$ cat src/rtl/cache_ctrl_pkg.sv
`default_nettype none
// ============================================================================
// Module      : cache_ctrl_pkg
// Description : Shared state encoding and address helpers for the cache line
//               sequencer.
// Revision    : 1.0 - initial release
// ============================================================================
package cache_ctrl_pkg;

  typedef enum logic [2:0] {
    ST_IDLE   = 3'd0,
    ST_WBACK  = 3'd1,
    ST_REFILL = 3'd2,
    ST_COMMIT = 3'd3,
    ST_SYNC   = 3'd4,
    ST_FLUSH  = 3'd5
  } state_t;

  function automatic int unsigned beats_per_line(input int unsigned beat_wid);
    return 32'd1 << beat_wid;
  endfunction

  // Caller truncates the result to its own address width.
  function automatic logic [63:0] make_bus_addr(input logic [63:0]   tag,
                                                input logic [63:0]   beat,
                                                input int unsigned   tag_lsb,
                                                input int unsigned   byte_off);
    return (tag << tag_lsb) | (beat << byte_off);
  endfunction

endpackage
`default_nettype wire

$ cat src/rtl/cache_beat_agu.sv
`default_nettype none
// ============================================================================
// Module      : cache_beat_agu
// Description : Line beat counter and bus address generator for one burst.
// Revision    : 1.0 - initial release
// ============================================================================
module cache_beat_agu
  import cache_ctrl_pkg::*;
#(
  parameter int ADDR_WIDTH = 32,
  parameter int TAG_LSB    = 12,
  parameter int BYTE_OFF   = 2,
  parameter int BEAT_WID   = TAG_LSB - BYTE_OFF
) (
  input  logic                        clk,
  input  logic                        rst,
  input  logic                        clear,
  input  logic                        ack,
  input  logic                        tag_sel,
  input  logic [ADDR_WIDTH-TAG_LSB-1:0] victim_tag,
  input  logic [ADDR_WIDTH-TAG_LSB-1:0] miss_tag,
  output logic [BEAT_WID-1:0]         beat,
  output logic                        last,
  output logic [ADDR_WIDTH-1:0]       bus_addr
);

  localparam logic [BEAT_WID-1:0] c_last_beat = BEAT_WID'(beats_per_line(BEAT_WID) - 1);

  logic [BEAT_WID-1:0]           r_beat;
  logic [ADDR_WIDTH-TAG_LSB-1:0] w_tag;

  // The counter wraps naturally after the final beat of a line.
  always_ff @(posedge clk) begin
    if (rst || clear) begin
      r_beat <= '0;
    end else if (ack) begin
      r_beat <= r_beat + 1'b1;
    end
  end

  assign w_tag    = tag_sel ? victim_tag : miss_tag;
  assign beat     = r_beat;
  assign last     = (r_beat == c_last_beat);
  assign bus_addr = ADDR_WIDTH'(make_bus_addr(64'(w_tag), 64'(r_beat), TAG_LSB, BYTE_OFF));

endmodule
`default_nettype wire

$ cat src/rtl/cache_line_sequencer.sv
`default_nettype none
// ============================================================================
// Module      : cache_line_sequencer
// Description : Sequences victim write-back, line refill, sync and flush
//               between the tag manager, data RAM and system bus.
// Revision    : 1.0 - initial release
// ============================================================================
module cache_line_sequencer
  import cache_ctrl_pkg::*;
#(
  parameter int ADDR_WIDTH   = 32,
  parameter int TAG_LSB      = 12,
  parameter int BYTE_OFF     = 2,
  parameter int BEAT_WID     = TAG_LSB - BYTE_OFF,
  parameter int ENTRYSEL_WID = 3
) (
  input  logic                          clk,
  input  logic                          rst,
  input  logic                          core_req,
  input  logic [ADDR_WIDTH-1:0]         core_addr,
  output logic                          core_stall,
  input  logic                          line_miss,
  input  logic                          replace_dirty,
  input  logic [ENTRYSEL_WID-1:0]       replace_sel,
  input  logic [ADDR_WIDTH-TAG_LSB-1:0] victim_tag,
  output logic                          line_refill,
  output logic [ADDR_WIDTH-1:0]         refill_pa,
  output logic                          writeback_ok,
  output logic                          force_sync,
  output logic                          valid_clear,
  input  logic                          sync_req,
  output logic                          sync_done,
  input  logic                          flush_req,
  output logic                          bus_req,
  output logic                          bus_we,
  output logic [ADDR_WIDTH-1:0]         bus_addr,
  input  logic                          bus_ack,
  output logic [ENTRYSEL_WID-1:0]       mem_entry,
  output logic [BEAT_WID-1:0]           mem_beat,
  output logic                          mem_we
);

  state_t                        r_state;
  logic [ENTRYSEL_WID-1:0]       r_ent;
  logic [ADDR_WIDTH-TAG_LSB-1:0] r_vtag;
  logic [ADDR_WIDTH-1:0]         r_maddr;
  logic                          r_sync;

  logic w_in_wback;
  logic w_in_refill;
  logic w_ack;
  logic w_last;
  logic w_idle;

  assign w_idle      = (r_state == ST_IDLE);
  assign w_in_wback  = (r_state == ST_WBACK);
  assign w_in_refill = (r_state == ST_REFILL);
  assign w_ack       = bus_ack & (w_in_wback | w_in_refill);

  always_ff @(posedge clk) begin
    if (rst) begin
      r_state <= ST_IDLE;
      r_ent   <= '0;
      r_vtag  <= '0;
      r_maddr <= '0;
      r_sync  <= 1'b0;
    end else begin
      case (r_state)
        ST_IDLE: begin
          if (flush_req) begin
            r_state <= ST_FLUSH;
          end else if (sync_req) begin
            r_state <= ST_SYNC;
            r_sync  <= 1'b1;
          end else if (core_req && line_miss) begin
            r_ent   <= replace_sel;
            r_vtag  <= victim_tag;
            r_maddr <= core_addr;
            r_state <= replace_dirty ? ST_WBACK : ST_REFILL;
          end
        end
        ST_FLUSH:  r_state <= ST_IDLE;
        ST_WBACK: begin
          if (w_ack && w_last) begin
            r_state <= r_sync ? ST_SYNC : ST_REFILL;
          end
        end
        ST_REFILL: begin
          if (w_ack && w_last) begin
            r_state <= ST_COMMIT;
          end
        end
        ST_COMMIT: r_state <= ST_IDLE;
        ST_SYNC: begin
          // Tag manager presents the next dirty line each time we return here.
          if (replace_dirty) begin
            r_ent   <= replace_sel;
            r_vtag  <= victim_tag;
            r_state <= ST_WBACK;
          end else begin
            r_sync  <= 1'b0;
            r_state <= ST_IDLE;
          end
        end
        default:   r_state <= ST_IDLE;
      endcase
    end
  end

  cache_beat_agu #(
    .ADDR_WIDTH (ADDR_WIDTH),
    .TAG_LSB    (TAG_LSB),
    .BYTE_OFF   (BYTE_OFF),
    .BEAT_WID   (BEAT_WID)
  ) u_agu (
    .clk        (clk),
    .rst        (rst),
    .clear      (w_idle),
    .ack        (w_ack),
    .tag_sel    (w_in_wback),
    .victim_tag (r_vtag),
    .miss_tag   (r_maddr[ADDR_WIDTH-1:TAG_LSB]),
    .beat       (mem_beat),
    .last       (w_last),
    .bus_addr   (bus_addr)
  );

  assign bus_req      = w_in_wback | w_in_refill;
  assign bus_we       = w_in_wback;
  assign mem_we       = w_in_refill & bus_ack;
  assign mem_entry    = r_ent;
  assign writeback_ok = w_in_wback & w_ack & w_last;
  assign line_refill  = (r_state == ST_COMMIT);
  assign refill_pa    = r_maddr;
  assign valid_clear  = (r_state == ST_FLUSH);
  assign force_sync   = (r_state == ST_SYNC) | (w_in_wback & r_sync);
  assign sync_done    = (r_state == ST_SYNC) & ~replace_dirty;
  assign core_stall   = ~w_idle | (core_req & line_miss) | flush_req | sync_req;

endmodule
`default_nettype wire

$ cat config.mk
export PLATFORM = sky130hd
export DESIGN_NAME = cache_line_sequencer
export DESIGN_NICKNAME = d
export VERILOG_FILES = /design/src/rtl/cache_ctrl_pkg.sv /design/src/rtl/cache_beat_agu.sv /design/src/rtl/cache_line_sequencer.sv
export SDC_FILE = /design/constraint.sdc
export NUM_CORES = 1
export LEC_CHECK = 0
export CORE_ASPECT_RATIO = 1.25
export CORE_MARGIN = 3
export CORE_UTILIZATION = 42
export DETAILED_ROUTE_END_ITERATION = 8
export GPL_TIMING_DRIVEN = 0
export HOLD_SLACK_MARGIN = 0.03
export PLACE_DENSITY_LB_ADDON = 0.3
export SYNTH_ARGS = -nofsm -noshare
export SYNTH_HDL_FRONTEND = slang
export SYNTH_HIERARCHICAL = 1
export SYNTH_SLANG_ARGS = --single-unit
export TNS_END_PERCENT = 10
$ cat constraint.sdc
create_clock -name clk -period 2.35 [get_ports clk]
set_input_delay 0.235 -clock clk [delete_from_list [all_inputs] [get_ports clk]]
set_output_delay 0.235 -clock clk [all_outputs]
set_load 0.005 [all_outputs]
==> impl_metrics.py, run 1 <==
metrics = {
    "critical_path": {
        "critical_path.slowest_cell": "clkdlybuf4s50_1",
        "cp_cell_sequence": "buf_6 -> nand2b_4 -> nor2_4 -> clkbuf_8 -> mux2_2 -> clkdlybuf4s50_1",
        "worstPathMaxFanout": 10,
        "cp.arrival_ps": 2070,
        "slowest_delay_ps": 450,
        "cp.required_ps": 2120,
        "endpoint_kind": "output pin",
        "critical_path_class": "flop to output pin",
        "start_kind": "flop",
    },
    "yosys": {
        "synth.area.top_cells": "dfxtp_1, nand2b_1, nand2_1",
        "ys_warn_count": 6,
        "synthTopCellsByCount": "nand2_1, dfxtp_1, nand2b_1",
        "async_flop_share": 0,
        "synth.top_cell.area_share": 0.417,
        "ys_seq_area_frac": 0.417,
        "ys_types": 42,
        "netlist_area_sq_um": 3310,
        "synth.most_common_cell": "nand2_1",
        "ys_seq_elements": 69,
        "synth_area_leader_cell": "dfxtp_1",
        "avgSynthCellArea_sq_um": 8.83,
        "syn_inst": 375,
        "synth-edff-count": 0,
        "ys.flop_type": "dfxtp_1",
    },
    "route": {
        "vias": 3176,
        "finalWirelength_um": 9600,
        "routed_via_density": 5.03,
        "dr.pass1.iters": 4,
        "drc": 0,
        "dr.first_iter.drc_count": 88,
        "ant_nets": 0,
        "detail_route.wl_per_cell_um": 15.2,
    },
    "clock_tree": {
        "post-cts-setup-buffers": 0,
        "cts_made_buffers": 9,
        "clk_path_buf_depth": 2,
        "cts_tree": "yes",
        "htree_levels": 3,
        "root_buffer": "clkbuf_8",
        "clk_pin_slew_ps": 80,
        "cts.sinks": 69,
        "clk_latency_ps": 340,
        "ctsHoldBuffers": 0,
    },
    "floorplanning": {
        "start_util": 0.440,
        "io_pins": 149,
        "die_w_um": 85.4,
        "die_h_um": 105,
        "fp-row-count": 35,
        "core_area_sq_um": 7530,
        "die_area_sq_um": 8990,
    },
    "power_and_ir_drop": {
        "cellPowerDensity_nw_per_um2": 691,
        "p_leak_nw": 1.87,
        "peakVddDrop_mv": 0.377,
    },
    "sta": {
        "maxSlewViolCount": 0,
        "tightest_slew_ps": 578,
        "fmax_mhz": 434,
        "finalHoldViolations": 0,
        "skew_ps": 8.61,
        "rsz0062_at_grt": "true",
        "finalSetupViolations": 0,
        "period_share": 0.981,
        "min_period_ps": 2310,
        "maxSlewHeadroom": 0.614,
        "finalWorstSetupSlack_ps": 43.6,
    },
    "finish": {
        "nets": 598,
        "nFillCells": 609,
        "final_area_sq_um": 5190,
        "n_antenna_cell": 0,
        "area_delta_synth_final_pct": 56.8,
        "layout-drive-gt1-share": 0.148,
    },
    "grt": {
        "grt_first_pass_wirelength_um": 15400,
        "use_met1": 0.241,
        "grt_max_degree": 13,
        "grt_usage": 0.214,
        "grt-ovfl-total": 0,
        "use_met2": 0.372,
        "grtUsageMet3": 0.0688,
        "top_usage_layer": "met2",
        "grt_pass1_vias": 3180,
        "antenna_found_initial": 0,
    },
    "job": {
        "drv_cap": 0,
    },
    "worst_hold_path": {
        "holdCritPathClass": "primary input to flop",
    },
    "place": {
        "post_dp_cell_area_sq_um": 4890,
        "place_congestion": 0.806,
        "io_buffers": 146,
        "dp_hpwl_um": 7050,
        "pre_cts_slack_ps": -133,
    },
    "run_status": {
        "outcome": "complete, no violations",
    },
}
-- registers in the layout, indices dropped and copies added (netlist names) --
signal      cells
mem_entry       3
r_state         3
r_sync          1
r_vtag         20
refill_pa      32
u_agu/beat     10
-- cell usage in the layout (no fill, tap or decap), drive strengths merged, types with 2 or more instances in the layout --
master	Yosys	final
mux2i	24	24
o31ai	5	5
nand2b	49	49
conb	1	2
clkinvlp	0	2
or4	2	2
a21oi	39	39
mux2	21	21
dlygate4sd2	0	3
inv	2	2
nand4	6	6
nor2	10	10
buf	20	20
o21ai	7	7
nor4b	2	2
nand2	71	71
bufinv	0	2
clkbuf	18	30
dlymetal6s2s	0	2
nand3	4	4
xor2	3	3
dfxtp	69	69
or3	4	4
nor3	4	4
clkdlybuf4s50	0	141
-- kinds of logic (layout without fill, tap and decap cells) --
logic type,count (synthesis),in the layout,share of synthesized area
AO/OA/AOI/OAI,55,55,0.0952
XOR/XNOR,4,4,0.0106
adder cells (fa/ha/maj),1,1,0.00378
buffers and inverters,40,203,0.0722
flip-flops,69,69,0.417
multiplexers,45,45,0.144
other,1,2,0.00113
AND/OR/NAND/NOR,160,160,0.256
-- report_power, final --
| part | internal, mW | switching [mW] | total, mW |
|---|---|---|---|
| registers | 1.27 | 0.0795 | 1.35 |
| logic | 0.629 | 0.517 | 1.15 |
| clock network | 0.629 | 0.460 | 1.09 |
| total | 2.53 | 1.06 | 3.59 |
-- stage by stage --
stage / TNS, ps / power, mW / hold slack [ps] / std cells / utilization
finish: 0 / 3.59 / 442 / 631 / 0.689
global route: -840 / 3.77 / 440 / 631 / 0.689
CTS: 0 / 3.60 / 423 / 631 / 0.687
detailed placement: -1650 / 2.42 / 448 / 614 / 0.649
global placement: -1550 / 2.40 / 437 / 614 / 0.649
floorplan: 0 / 1.97 / 375 / 376 / -
-- cell type report --
type	instances	area [sq um]	share of cell area
clock inverter	5	83.8	0.0161
clock buffer	11	141	0.0272
tap	92	115	0.0222
buffer	38	263	0.0506
multi-input combinational	267	1710	0.330
inverter	2	7.51	0.00145
sequential	69	1390	0.268
timing repair buffer	147	1480	0.284
-- path summary, 6_finish.rpt --
check                              startpoint             to  depth (start not counted)  slack [ps]
worst max-delay path               r_state[0]   bus_addr[17]                          6          40
worst min-delay path            core_addr[30]  refill_pa[30]                          3         440
worst max register to register     r_state[0]  u_agu/beat[6]                          8         380
worst min register to register   refill_pa[5]   refill_pa[5]                          2         450
-- repair_timing --
action / in CTS / in global routing
cloned: 1 / 0
pin swaps: 1 / 0
gates resized for setup: 22 / 7
endpoints found under the setup margin: 21 / 19
-- routing by layer --
layer,part of all wire,vias to the layer above,wire [um]
met5,0,-,0
met4,0.0067,0,64
met3,0.087,6,834
met2,0.51,111,4930
met1,0.39,1488,3770
li1,-,1571,-
-- worst max-delay path, delay by kind of cell (launching register included) --
kind | cells | cell delay (ps)
buf+inv | 3 | 800
flops | 1 | 330
mux | 1 | 340
simple gates | 2 | 260
(Power assumes the default switching activity.)
==> inputs of run 2 (changes only) <==
--- a/config.mk
+++ b/config.mk
@@ -7,7 +7,7 @@
 export LEC_CHECK = 0
 export CORE_ASPECT_RATIO = 1.25
 export CORE_MARGIN = 3
-export CORE_UTILIZATION = 42
+export CORE_UTILIZATION = 38
 export DETAILED_ROUTE_END_ITERATION = 8
 export GPL_TIMING_DRIVEN = 0
 export HOLD_SLACK_MARGIN = 0.03
==> constraint.sdc (replaced) <==
create_clock -name clk -period 2.12 [get_ports clk]
set_input_delay 0.212 -clock clk [delete_from_list [all_inputs] [get_ports clk]]
set_output_delay 0.212 -clock clk [all_outputs]
set_load 0.005 [all_outputs]
==> run 2 against run 1 <==
Compared with the run above: the run now ends with setup timing left; cell area grew 2.5%; combinational power rose by 28%; clock power rose by 5%; wire length up 3.6%; global-route usage decreased by 0.98 points; sequential share of layout area is 0.30 points lower; non-clock buffer count increased by 13; count of clock-buffer cells in the layout increased by 2; sequential power is 9.6% higher; die area increased by 9.8%; hold slack lost 29 ps; register-to-register slack got worse by 260 ps; critical path type unchanged; largest cell class unchanged; largest power group unchanged.
==> impl_metrics.py, run 2 (synthesized netlist as in run 1, its figures left out) <==
metrics = {
    "run_status": {
        "outcome": "complete, but fails checks",
        "failed_checks": "setup timing",
    },
    "finish": {
        "largest_reg_flops": 32,
        "layout_commonest_cell": "clkdlybuf4s50_1",
        "nets": 611,
        "final_cell_mix": "clkdlybuf4s50_1, nand2_1, dfxtp_1",
        "n_antenna_cell": 0,
        "area_delta_synth_final_pct": 60.7,
        "layout-drive-gt1-share": 0.197,
    },
    "critical_path": {
        "critical_path.slowest_cell": "dfxtp_2",
        "cp.required_ps": 1910,
        "cp_cell_sequence": "clkbuf_8 -> nor2_4 -> clkbuf_8 -> mux2_2 -> dlygate4sd2_1",
        "start_kind": "flop",
        "critPathMostFrequentCell": "clkbuf_8",
        "cp.arrival_ps": 1920,
        "critical_path_class": "flop to output pin",
        "worstPathMaxFanout": 10,
        "endpoint_kind": "output pin",
        "slowest_delay_ps": 360,
    },
    "clock_tree": {
        "cts_tree": "yes",
        "ctsHoldBuffers": 0,
        "root_buffer": "clkbuf_8",
        "cts_made_buffers": 9,
        "clk_latency_ps": 350,
        "htree_levels": 3,
        "clk_path_buf_depth": 2,
        "cts.sinks": 69,
        "clk_pin_slew_ps": 70,
    },
    "sta": {
        "maxSlewViolCount": 0,
        "finalWorstSetupSlack_ps": -13.6,
        "skew_ps": 4.88,
        "finalSetupViolations": 3,
        "tightest_slew_ps": 549,
        "maxSlewHeadroom": 0.634,
        "min_period_ps": 2130,
        "finalHoldViolations": 0,
        "rsz0062_at_grt": "true",
        "fmax_mhz": 469,
        "period_share": 1.01,
        "setup_tns_ps": -29.7,
    },
    "power_and_ir_drop": {
        "pwr-share-clk": 0.279,
        "swShare": 0.297,
        "p_leak_nw": 2.01,
        "cellPowerDensity_nw_per_um2": 769,
        "peakVddDrop_mv": 0.507,
        "power_frac_seq": 0.362,
        "power_frac_comb": 0.359,
        "intPower_mw": 2.88,
        "p_switching_mw": 1.22,
    },
    "grt": {
        "grt_max_degree": 12,
        "grt-ovfl-total": 0,
        "grt_pass1_vias": 3232,
        "antenna_found_initial": 0,
        "grt_first_pass_wirelength_um": 15300,
        "grt_usage": 0.204,
    },
    "place": {
        "io_buffers": 146,
        "pre_cts_slack_ps": -328,
        "dp_hpwl_um": 7220,
        "place_congestion": 0.858,
    },
    "floorplanning": {
        "fp-row-count": 37,
        "core_area_sq_um": 8380,
        "die_area_sq_um": 9880,
        "io_pins": 149,
        "start_util": 0.395,
        "die_w_um": 89.5,
        "die_h_um": 110,
    },
    "route": {
        "ant_nets": 0,
        "dr.pass1.iters": 6,
        "dr.first_iter.drc_count": 103,
        "finalWirelength_um": 9940,
        "routed_via_density": 4.83,
        "drc": 0,
        "vias": 3228,
        "detail_route.wl_per_cell_um": 14.9,
    },
    "job": {
        "drv_cap": 0,
    },
    "worst_hold_path": {
        "holdCritPathClass": "primary input to flop",
    },
}
run 2: final timing paths:
path                                    from       endpoint  slack, ps  cells after the start
worst min register to register  refill_pa[4]   refill_pa[4]        450                      2
worst max register to register    r_state[0]  u_agu/beat[7]        120                      9
worst max-delay path              r_state[2]   bus_addr[20]        -10                      5
worst min-delay path            core_addr[0]   refill_pa[0]        410                      3
run 2: per-layer routing:
layer	track usage	share of wire
met1	0.206	0.37
met2	0.375	0.52
met3	0.0788	0.086
met4	0.0713	0.019
met5	0	0
run 2: timing repair:
item / in CTS / in global routing
setup buffers: 10 / 2
resized for setup: 76 / 14
setup endpoints to repair: 24 / 26
pin swaps: 1 / 2
gates cloned: 2 / 0
run 2: metrics by stage:
| step | cell area (sq um) | hold slack (ps) | cells | util | power (mW) |
|---|---|---|---|---|---|
| after floorplan | 3310 | 352 | 376 | - | 2.18 |
| after detailed placement | 4920 | 446 | 639 | 0.587 | 2.69 |
| after CTS | 5270 | 394 | 667 | 0.629 | 4.11 |
| final | 5320 | 412 | 669 | 0.635 | 4.09 |
| after global routing | 5320 | 403 | 669 | 0.635 | 4.30 |
| after global placement | 4920 | 438 | 639 | 0.587 | 2.66 |
run 2: layout make-up:
type	instances	area [sq um]
clock inverters	3	42.5
flip-flops and latches	69	1410
well taps	117	146
multi-input cells	267	1730
clock buffers	13	169
repair buffers	160	1540
inverters	2	7.51
plain buffers	38	275
fillers	737	3060
run 2: power by group through the flow:
stage / clock [mW] / combinational, mW / sequential (mW)
3_5_place_dp: 0 / 1.17 / 1.52
5_1_grt: 1.22 / 1.58 / 1.50
4_1_cts: 1.17 / 1.46 / 1.49
3_3_place_gp: 0 / 1.15 / 1.51
6_report: 1.14 / 1.47 / 1.48
2_1_floorplan: 0 / 0.677 / 1.50
run 2: worst max-delay path: cells and delay by family, from the launching register on:
| family | cells | cell delay, ps |
|---|---|---|
| buf+inv | 3 | 650 |
| flops | 1 | 360 |
| mux | 1 | 340 |
| simple gates | 1 | 220 |
